**src/rtl/cond_eval_unit_pkg.sv**
```systemverilog
// Shared types for the condition evaluation path: condition codes and the NZCV flag bundle.
package cond_eval_unit_pkg;

  typedef enum logic [3:0] {
    CondEq = 4'h0,
    CondNe = 4'h1,
    CondCs = 4'h2,
    CondCc = 4'h3,
    CondMi = 4'h4,
    CondPl = 4'h5,
    CondVs = 4'h6,
    CondVc = 4'h7,
    CondHi = 4'h8,
    CondLs = 4'h9,
    CondGe = 4'hA,
    CondLt = 4'hB,
    CondGt = 4'hC,
    CondLe = 4'hD,
    CondAl = 4'hE,
    CondNv = 4'hF
  } cond_e;

  typedef struct packed {
    logic n;
    logic z;
    logic c;
    logic v;
  } nzcv_t;

endpackage

```
**src/rtl/cond_eval_unit_if.sv**
```systemverilog
// Condition query request/response handshake between branch logic and the evaluator.
interface cond_eval_unit_if #(
  parameter int unsigned TAG_W = 4
) ();

  logic             req_valid;
  logic             req_ready;
  logic [3:0]       req_cond;
  logic [TAG_W-1:0] req_tag;
  logic             resp_valid;
  logic             resp_ready;
  logic             resp_taken;
  logic [TAG_W-1:0] resp_tag;

  modport master (
    output req_valid, req_cond, req_tag, resp_ready,
    input  req_ready, resp_valid, resp_taken, resp_tag
  );

  modport slave (
    input  req_valid, req_cond, req_tag, resp_ready,
    output req_ready, resp_valid, resp_taken, resp_tag
  );

endinterface

```
**src/rtl/cond_decode.sv**
```systemverilog
// Combinational condition-code decode against a set of NZCV flags.
module cond_decode
  import cond_eval_unit_pkg::*;
(
  input  nzcv_t flags,
  input  cond_e cond,
  output logic  taken
);

  always_comb begin
    taken = 1'b1;
    unique case (cond)
      CondEq: taken = flags.z;
      CondNe: taken = ~flags.z;
      CondCs: taken = flags.c;
      CondCc: taken = ~flags.c;
      CondMi: taken = flags.n;
      CondPl: taken = ~flags.n;
      CondVs: taken = flags.v;
      CondVc: taken = ~flags.v;
      CondHi: taken = flags.c & ~flags.z;
      CondLs: taken = ~flags.c | flags.z;
      CondGe: taken = (flags.n == flags.v);
      CondLt: taken = (flags.n != flags.v);
      CondGt: taken = ~flags.z & (flags.n == flags.v);
      CondLe: taken = flags.z | (flags.n != flags.v);
      CondAl, CondNv: taken = 1'b1;
    endcase
  end

endmodule

```
**src/rtl/cond_eval_unit.sv**
```systemverilog
// NZCV flag register with in-flight flag-op tracking; resolves condition queries once flags settle.
module cond_eval_unit
  import cond_eval_unit_pkg::*;
#(
  parameter int unsigned MAX_PEND = 4,
  parameter int unsigned TAG_W    = 4
) (
  input  logic       clk,
  input  logic       rst_n,
  input  logic       flush,
  input  logic       flag_issue,
  output logic       issue_ready,
  input  logic       flag_we,
  input  logic [3:0] nzcv_in,
  output logic [3:0] nzcv_q,
  output logic       err_pend,
  cond_eval_unit_if.slave bus
);

  localparam int unsigned     CntW   = $clog2(MAX_PEND + 1);
  localparam logic [CntW-1:0] MaxCnt = CntW'(MAX_PEND);
  localparam logic [CntW-1:0] OneCnt = CntW'(1);

  logic [CntW-1:0]  cnt_q;
  logic [CntW-1:0]  eff_pend;
  nzcv_t            flags_q;
  nzcv_t            eff_flags;
  logic             resp_valid_q;
  logic             resp_taken_q;
  logic [TAG_W-1:0] resp_tag_q;
  logic             err_q;
  logic             taken;
  logic             accept;
  logic             issue_ok;

  assign issue_ready = (cnt_q < MaxCnt) | flag_we;
  assign issue_ok    = flag_issue & issue_ready;

  // A retiring write is visible to a query in the same cycle.
  assign eff_flags = flag_we ? nzcv_t'(nzcv_in) : flags_q;
  assign eff_pend  = (flag_we && cnt_q != '0) ? cnt_q - OneCnt : cnt_q;

  assign bus.req_ready = (eff_pend == '0) & (~resp_valid_q | bus.resp_ready) & ~flush;
  assign accept        = bus.req_valid & bus.req_ready;

  cond_decode u_cond_decode (
    .flags (eff_flags),
    .cond  (cond_e'(bus.req_cond)),
    .taken (taken)
  );

  always_ff @(posedge clk or negedge rst_n) begin
    if (!rst_n) begin
      flags_q      <= '0;
      cnt_q        <= '0;
      resp_valid_q <= 1'b0;
      resp_taken_q <= 1'b0;
      resp_tag_q   <= '0;
      err_q        <= 1'b0;
    end else begin
      if (flag_we) flags_q <= nzcv_t'(nzcv_in);
      if (flush) begin
        cnt_q        <= '0;
        resp_valid_q <= 1'b0;
      end else begin
        if (flag_issue && !issue_ready) err_q <= 1'b1;
        if (flag_we && !flag_issue && cnt_q == '0) err_q <= 1'b1;
        if (issue_ok && !flag_we) begin
          cnt_q <= cnt_q + OneCnt;
        end else if (flag_we && !issue_ok && cnt_q != '0) begin
          cnt_q <= cnt_q - OneCnt;
        end
        if (accept) begin
          resp_valid_q <= 1'b1;
          resp_taken_q <= taken;
          resp_tag_q   <= bus.req_tag;
        end else if (bus.resp_ready) begin
          resp_valid_q <= 1'b0;
        end
      end
    end
  end

  assign nzcv_q         = flags_q;
  assign err_pend       = err_q;
  assign bus.resp_valid = resp_valid_q;
  assign bus.resp_taken = resp_taken_q;
  assign bus.resp_tag   = resp_tag_q;

endmodule

```
**src/flat_wrapper.sv**
```systemverilog
// flat-port wrapper written by rule: the top's interface ports become plain ports
module cond_eval_unit_flat import cond_eval_unit_pkg::*;
#(
  parameter int unsigned MAX_PEND = 4,
  parameter int unsigned TAG_W    = 4
)
  (clk, rst_n, flush, flag_issue, issue_ready, flag_we, nzcv_in, nzcv_q, err_pend, bus_req_valid, bus_req_cond, bus_req_tag, bus_resp_ready, bus_req_ready, bus_resp_valid, bus_resp_taken, bus_resp_tag);
  cond_eval_unit_if #(.TAG_W(TAG_W)) bus_i ();
  input  logic clk;
  input  logic rst_n;
  input  logic flush;
  input  logic flag_issue;
  output logic issue_ready;
  input  logic flag_we;
  input  logic [3:0] nzcv_in;
  output logic [3:0] nzcv_q;
  output logic err_pend;
  input wire logic [$bits(bus_i.req_valid)-1:0] bus_req_valid;
  input wire logic [$bits(bus_i.req_cond)-1:0] bus_req_cond;
  input wire logic [$bits(bus_i.req_tag)-1:0] bus_req_tag;
  input wire logic [$bits(bus_i.resp_ready)-1:0] bus_resp_ready;
  output wire logic [$bits(bus_i.req_ready)-1:0] bus_req_ready;
  output wire logic [$bits(bus_i.resp_valid)-1:0] bus_resp_valid;
  output wire logic [$bits(bus_i.resp_taken)-1:0] bus_resp_taken;
  output wire logic [$bits(bus_i.resp_tag)-1:0] bus_resp_tag;
  assign bus_i.req_valid = bus_req_valid;
  assign bus_i.req_cond = bus_req_cond;
  assign bus_i.req_tag = bus_req_tag;
  assign bus_i.resp_ready = bus_resp_ready;
  assign bus_req_ready = bus_i.req_ready;
  assign bus_resp_valid = bus_i.resp_valid;
  assign bus_resp_taken = bus_i.resp_taken;
  assign bus_resp_tag = bus_i.resp_tag;
  cond_eval_unit #(.MAX_PEND(MAX_PEND), .TAG_W(TAG_W)) u_core (.clk(clk), .rst_n(rst_n), .flush(flush), .flag_issue(flag_issue), .issue_ready(issue_ready), .flag_we(flag_we), .nzcv_in(nzcv_in), .nzcv_q(nzcv_q), .err_pend(err_pend), .bus(bus_i));
endmodule
```
**config.mk**
```make
export PLATFORM = sky130hd
export DESIGN_NAME = cond_eval_unit_flat
export DESIGN_NICKNAME = d
export VERILOG_FILES = /design/src/rtl/cond_eval_unit_pkg.sv /design/src/rtl/cond_eval_unit_if.sv /design/src/rtl/cond_decode.sv /design/src/rtl/cond_eval_unit.sv /design/src/flat_wrapper.sv
export SDC_FILE = /design/constraint.sdc
export NUM_CORES = 1
export LEC_CHECK = 0
export ABC_CLOCK_PERIOD_IN_PS = 4490
export CORE_ASPECT_RATIO = 1.4
export CORE_MARGIN = 5
export CORE_UTILIZATION = 30
export CTS_BUF_LIST = sky130_fd_sc_hd__clkbuf_4 sky130_fd_sc_hd__clkbuf_8
export CTS_CLUSTER_DIAMETER = 50
export DETAILED_ROUTE_END_ITERATION = 16
export HOLD_SLACK_MARGIN = 0.05
export PLACE_DENSITY = 0.66
export SYNTH_ARGS = -nofsm -noshare
export SYNTH_HDL_FRONTEND = slang
export SYNTH_HIERARCHICAL = 1
export SYNTH_SLANG_ARGS = --single-unit
```
**constraint.sdc**
```tcl
create_clock -name clk -period 4.49 [get_ports clk]
set_clock_uncertainty 0.2 [all_clocks]
set_input_delay 0.449 -clock clk [delete_from_list [all_inputs] [get_ports clk]]
set_output_delay 0.449 -clock clk [all_outputs]
set_load 0.005 [all_outputs]
```
==> results of run 1 <==
==> worst reg2reg max path: cells and delay by family, from the launching register on <==
| family | cells | cell delay, ns |
|---|---|---|
| adders and majority gates | 1 | 0.35 |
| buffers and inverters | 1 | 0.11 |
| DFF | 1 | 0.44 |
| muxes | 1 | 0.36 |
| and+or+nand+nor | 3 | 0.79 |
==> layout make-up <==
class | instances | area share (%)
Tap cell | 39 | 3.62
Sequential cell | 14 | 26.0
Clock buffer | 4 | 4.09
Timing Repair Buffer | 31 | 23.0
Multi-Input combinational cell | 65 | 42.2
Inverter | 4 | 1.11
==> worst paths after layout <==
path                                                      end  slack [ns]  cells after the start
setup / recovery                                bus_req_ready        1.65                      5
hold / removal                    u_core/err_pend$_DFFE_PN0P_        0.28                      1
setup reg to reg           u_core/bus.resp_tag[3]$_DFFE_PN0P_        2.12                      6
hold reg to reg                   u_core/err_pend$_DFFE_PN0P_        0.28                      1
max in group asynchronous  u_core/bus.resp_tag[0]$_DFFE_PN0P_        3.30                      1
min in group asynchronous         u_core/err_pend$_DFFE_PN0P_        0.39                      1
==> power groups by stage <==
stage / combinational [mW] / clock [mW] / sequential [mW]
2_1_floorplan: 0.188 / 0 / 0.195
3_3_place_gp: 0.285 / 0 / 0.203
5_1_grt: 0.316 / 0.134 / 0.211
3_5_place_dp: 0.293 / 0 / 0.207
6_report: 0.293 / 0.124 / 0.205
4_1_cts: 0.296 / 0.127 / 0.205
==> metrics by stage <==
stage | std cells | hold WS [ns]
2_1_floorplan | 88 | -0.0466
3_3_place_gp | 153 | 0.259
3_5_place_dp | 153 | 0.262
4_1_cts | 157 | 0.279
5_1_grt | 157 | 0.336
6_report | 157 | 0.277
==> kinds of logic after synthesis <==
group	count (synthesis)	share of synthesized area, %
simple gates	28	22.3
compound gates	19	14.2
flops	14	35.8
mux	10	13.3
buf+inv	9	6.14
xor+xnor	5	4.48
fa+ha+maj	3	3.84
==> cell usage after synthesis (3+ instances only) <==
master,count,area [µm²]
nor2b_1,3,18.8
o21bai_1,3,22.5
a22oi_1,3,22.5
inv_1,3,11.3
nand2b_1,3,18.8
a21oi_1,3,15.0
xnor2_1,3,26.3
mux2_2,4,45.0
buf_6,3,33.8
dfrtp_1,14,350
mux2_4,5,75.1
ha_1,3,37.5
and2b_1,3,22.5
nand2_1,3,11.3
==> metal layers <==
| layer | wire [µm] | vias to the layer above |
|---|---|---|
| met2 | 1250 | 21 |
| met1 | 938 | 379 |
| li1 | - | 378 |
| met5 | 0 | - |
| met4 | 0 | 0 |
| met3 | 126 | 0 |
==> sequential cells by signal, indices dropped and copies added, names as in the netlist <==
name and count:
u_core/cnt_q 3, u_core/err_pend 1, u_core/nzcv_q 4, u_core/bus.resp_valid 1, u_core/bus.resp_taken 1, u_core/bus.resp_tag 4
==> out/metrics.cfg, run 1 <==
[worst_setup_path]
crit_start = flag_we
cpMostUsedCell = clkdlybuf4s50_1
crit_path_max_incr_delay_ns = 0.69
critical_path_class = primary input to output pin
critical_path.top_delay_family = buffers and inverters
arrival_ns = 2.19
start_kind = primary input
path_cells = clkdlybuf4s50_1 > nand2b_4 > nand3b_4 > nor3b_1 > clkdlybuf4s50_1
worst_r2r_startpoint = u_core/cnt_q[0]$_DFFE_PN0P_
slowest_stage = clkdlybuf4s50_1
end_kind = output pin
crit_fanout = 10
worstPathRequired_ns = 3.84
path_buf_inv = 2

[timing]
final-max-slew-violation-count = 0
fin_crit_ns = 2.84
setup_ws_ns = 1.65
fin_tns_setup_ns = 0
rsz0062_at_grt = false
post-route-period-util_pct = 63.2
fmaxAchievable_ghz = 0.353
setup_viol = 0
slew_headroom_pct = 51.7
worst_pin_slew_ns = 0.719
hold_viol_final = 0

[detailed_routing]
wl_per_cell_um = 14.8
drt_iter0_markers = 11
postRouteAntennaNets = 0
drc = 0
vias = 778
avgViaCountPerCell = 4.96
wl_um = 2320
firstDrtPassIters = 4

[grt]
use_met2_pct = 18.7
grt_overflow = 0
met3_usage_pct = 3.65
antenna_found_initial = 0
grt.met1_usage_pct = 12.5
grt-busiest-layer = met2
grt_usage_pct = 10.9
grt_pass1_wl_um = 3860
grt_pass1_vias = 846
grt_max_degree = 15

[placement]
dp_hpwl_um = 1820
place_area_um2 = 1290
port_buffers = 31
dp_slack_ns = 1.61
gp_congestion = 0.842

[layout]
final_core_utilization_pct = 43.1
fin_area_um2 = 1350
drive_gt1_share_pct = 16.1
layout.nets = 141
layout_commonest_cell = clkdlybuf4s50_1
seqCellArea_um2 = 350
antennaDiodeCount = 0
area_delta_synth_final_pct = 37.7
multi_input_area_um2 = 568
fill_cells = 302
mostFrequentLayoutCells = clkdlybuf4s50_1 (31), dfrtp_1 (14), mux2_4 (5)

[synth]
synthesis.nets = 110
synth-seq-cells = 14
yosysUniqueCellTypes = 40
synth_seq_area_share_pct = 35.8
synth-main-ff-cell = dfrtp_1
async_flop_share_pct = 100
syn_inst = 88
synth_edf_count = 0
synth_area_per_cell_um2 = 11.1
syn_area_um2 = 978
yosys_warnings = 6

[power]
seq_power_share_pct = 32.9
power_leakage_nw = 0.575
intPower_mw = 0.424
p_total_mw = 0.621
power_frac_clock_pct = 19.9
max-vdd-ir-drop_mv = 0.202
switching_share_pct = 31.8
p_sw_mw = 0.198
p_per_area_nw_per_um2 = 461
pwr-share-comb_pct = 47.2

[clock_network]
postCtsHoldBufs = 0
h-tree-depth = 1
post_cts.repair.setup_buffers = 0
cts_resized = 0
cts_sinks = 14
cts_made_buffers = 3
clk_pin_slew_ns = 0.06
clock_latency_ns = 0.24
cts_root_buffer = clkbuf_8
cts_max_path_buffers = 2
cts_tree = yes

[floorplanning]
initial_core_util_pct = 31.3
rows = 24
dieArea_um2 = 4520
io_pins = 32
die_y_um = 77.6
core_um2 = 3120
die_w_um = 58.3

[flow_run]
maxCapViolations = 0

[worst_hold_path]
hp-class = register to register
worstHoldStart = u_core/err_pend$_DFFE_PN0P_

[run_status]
status = complete, no violations

Power figures use the tool's default switching activity.
==> run 2, diff against run 1 <==
--- a/config.mk
+++ b/config.mk
@@ -5,7 +5,7 @@
 export SDC_FILE = /design/constraint.sdc
 export NUM_CORES = 1
 export LEC_CHECK = 0
-export ABC_CLOCK_PERIOD_IN_PS = 4490
+export ABC_CLOCK_PERIOD_IN_PS = 2600
 export CORE_ASPECT_RATIO = 1.4
 export CORE_MARGIN = 5
 export CORE_UTILIZATION = 30
@@ -13,7 +13,7 @@
 export CTS_CLUSTER_DIAMETER = 50
 export DETAILED_ROUTE_END_ITERATION = 16
 export HOLD_SLACK_MARGIN = 0.05
-export PLACE_DENSITY = 0.66
+export PLACE_DENSITY = 0.68
 export SYNTH_ARGS = -nofsm -noshare
 export SYNTH_HDL_FRONTEND = slang
 export SYNTH_HIERARCHICAL = 1
==> constraint.sdc (replaced) <==
create_clock -name clk -period 2.6 [get_ports clk]
set_clock_uncertainty 0.2 [all_clocks]
set_input_delay 0.26 -clock clk [delete_from_list [all_inputs] [get_ports clk]]
set_output_delay 0.26 -clock clk [all_outputs]
set_load 0.005 [all_outputs]
==> run 2 against run 1 <==
Via count is 2.4% higher; register-to-register slack lost 1.6 ns; core utilization up 0.56 points; hold slack worse by 0.049 ns; flip-flop and latch count unchanged; combinational power is 73% higher; power increased by 65%; critical path depth is 1 higher; non-clock buffer count is 4 higher; global-route usage decreased by 0.58 points; routed wire length decreased by 8.1%.
==> out/metrics.cfg, run 2 (synthesis results as in run 1) <==
[run_status]
status = complete, no violations  ; unchanged

[power]
max-vdd-ir-drop_mv = 0.268  ; was 0.202 mV
p_total_mw = 1.02  ; was 0.621 mW
power_leakage_nw = 0.586  ; was 0.575 nW
p_per_area_nw_per_um2 = 750  ; was 461 nW/µm²

[worst_hold_path]
hp-class = primary input to async pin  ; was register to register

[layout]
finalNonFillerCells = 160  ; was 157
layout_commonest_cell = clkdlybuf4s50_1  ; unchanged
fin_area_um2 = 1370  ; was 1350 µm²
layout.nets = 145  ; was 141
fill_cells = 323  ; was 302
antennaDiodeCount = 0  ; unchanged
mostFrequentLayoutCells = clkdlybuf4s50_1 (31), dfrtp_1 (13), mux2_4 (5)  ; was clkdlybuf4s50_1 (31), dfrtp_1 (14), mux2_4 (5)
drive_gt1_share_pct = 19.0  ; was 16.1%
area_delta_synth_final_pct = 39.5  ; was 37.7%

[clock_network]
cts_made_buffers = 3  ; unchanged
h-tree-depth = 1  ; unchanged
postCtsHoldBufs = 0  ; unchanged
cts_sinks = 14  ; unchanged
cts_max_path_buffers = 2  ; unchanged
clock_latency_ns = 0.24  ; about the same
cts_tree = yes  ; unchanged
cts_root_buffer = clkbuf_8  ; unchanged
clk_pin_slew_ns = 0.05  ; was 0.06 ns

[grt]
grt_usage_pct = 10.3  ; was 10.9%
grt_pass1_vias = 874  ; was 846
grt_max_degree = 15  ; unchanged
use_met2_pct = 18.5  ; was 18.7%
met3_usage_pct = 3.16  ; was 3.65%
antenna_found_initial = 0  ; unchanged
grt.met1_usage_pct = 11.5  ; was 12.5%
grt-busiest-layer = met2  ; unchanged
grt_overflow = 0  ; unchanged
grt_pass1_wl_um = 3770  ; was 3860 µm

[worst_setup_path]
critical_path_class = register to output pin  ; was primary input to output pin
crit_fanout = 6  ; was 10
worst_r2r_startpoint = u_core/cnt_q[0]$_DFFE_PN0P_  ; unchanged
end_kind = output pin  ; unchanged
start_kind = register  ; was primary input
reg2reg_depth = 7  ; was 6
worstPathRequired_ns = 2.14  ; was 3.84 ns
timing.rr.end = u_core/bus.resp_taken$_DFFE_PN0P_  ; was u_core/bus.resp_tag[3]$_DFFE_PN0P_
r2r_slack_ns = 0.54  ; was 2.12 ns
arrival_ns = 2.02  ; was 2.19 ns

[placement]
place_inst = 157  ; was 153
dp_hpwl_um = 1730  ; was 1820 µm
gp_congestion = 0.870  ; was 0.842
port_buffers = 31  ; unchanged
place_area_um2 = 1320  ; was 1290 µm²

[floorplanning]
die_w_um = 58.3  ; unchanged
core_um2 = 3120  ; unchanged
dieArea_um2 = 4520  ; unchanged
initial_core_util_pct = 31.3  ; unchanged
io_pins = 32  ; unchanged
die_y_um = 77.6  ; unchanged
rows = 24  ; unchanged

[timing]
post-route-period-util_pct = 95.4
fin_crit_ns = 2.48
final-max-slew-violation-count = 0  ; unchanged
setup_viol = 0  ; unchanged
fmaxAchievable_ghz = 0.403
rsz0062_at_grt = false  ; unchanged
worst_pin_slew_ns = 0.658  ; was 0.719 ns
slew_headroom_pct = 56.0  ; was 51.7%
fin_tns_setup_ns = 0  ; unchanged
hold_viol_final = 0  ; unchanged

[detailed_routing]
drt_iter0_markers = 9  ; was 11
wl_um = 2130  ; was 2320 µm
postRouteAntennaNets = 0  ; unchanged
firstDrtPassIters = 4  ; unchanged
drc = 0  ; unchanged
avgViaCountPerCell = 4.98  ; was 4.96
wl_per_cell_um = 13.3  ; was 14.8 µm
vias = 797  ; was 778

[flow_run]
maxCapViolations = 0  ; unchanged

## run 2: cell count changes in the layout (fill, tap and decap cells not counted), sizes merged
cell	before	now
buf	0	4
clkbuf	4	3
## run 2: critical path, cell delays in order (launching register included)
cell and delay, ns:
dfrtp_2 0.40, inv_1 0.08, ha_1 0.33, nand4_1 0.10
nand4_1 0.14, nor3b_1 0.20, clkdlybuf4s50_1 0.53
## run 2: where the power goes
group          total [mW]  internal, mW  switching (mW)
combinational       0.507         0.316           0.190
clock               0.170         0.102          0.0677
sequential          0.348         0.291          0.0567
## run 2: what timing repair did
action	CTS	global route
setup buffers	0	0
endpoints found under the setup margin	0	1
gates resized for setup	0	1
## run 2: stage by stage
stage,setup WS [ns],utilization (%),hold WS [ns]
2_1_floorplan,0.540,-,-0.236
3_5_place_dp,0.0722,42.3,0.265
5_1_grt,0.00777,43.7,0.295
4_1_cts,0.0477,43.7,0.256
3_3_place_gp,0.103,42.3,0.263
6_report,0.120,43.7,0.227
## run 2: area by class of cell
type | count | area, µm² | share of cell area [%]
clock buffer | 3 | 41.3 | 3.02
inverter | 4 | 15.0 | 1.10
multi-input combinational | 65 | 568 | 41.6
sequential | 14 | 352 | 25.8
tap | 39 | 48.8 | 3.57
timing repair buffer | 35 | 340 | 24.9
## run 2: metal layers
metal	vias to the layer above	share of wire, %
met4	0	0
met2	26	53
met3	0	7.6
met1	386	40
li1	385	-
met5	-	0
## run 2: how the worst max path moves through the flow
stage / to / slack, ns / startpoint / cells after the start
2_1_floorplan: u_core/bus.resp_tag[0]$_DFFE_PN0P_ / 0.54 / u_core/cnt_q[0]$_DFFE_PN0P_ / 6
3_3_place_gp: u_core/bus.resp_taken$_DFFE_PN0P_ / 0.10 / flag_we / 8
3_5_place_dp: u_core/bus.resp_taken$_DFFE_PN0P_ / 0.07 / flag_we / 8
4_1_cts: bus_req_ready / 0.05 / u_core/cnt_q[0]$_DFFE_PN0P_ / 6
5_1_grt: bus_req_ready / 0.008 / u_core/cnt_q[0]$_DFFE_PN0P_ / 6
6_report: bus_req_ready / 0.12 / u_core/cnt_q[0]$_DFFE_PN0P_ / 6
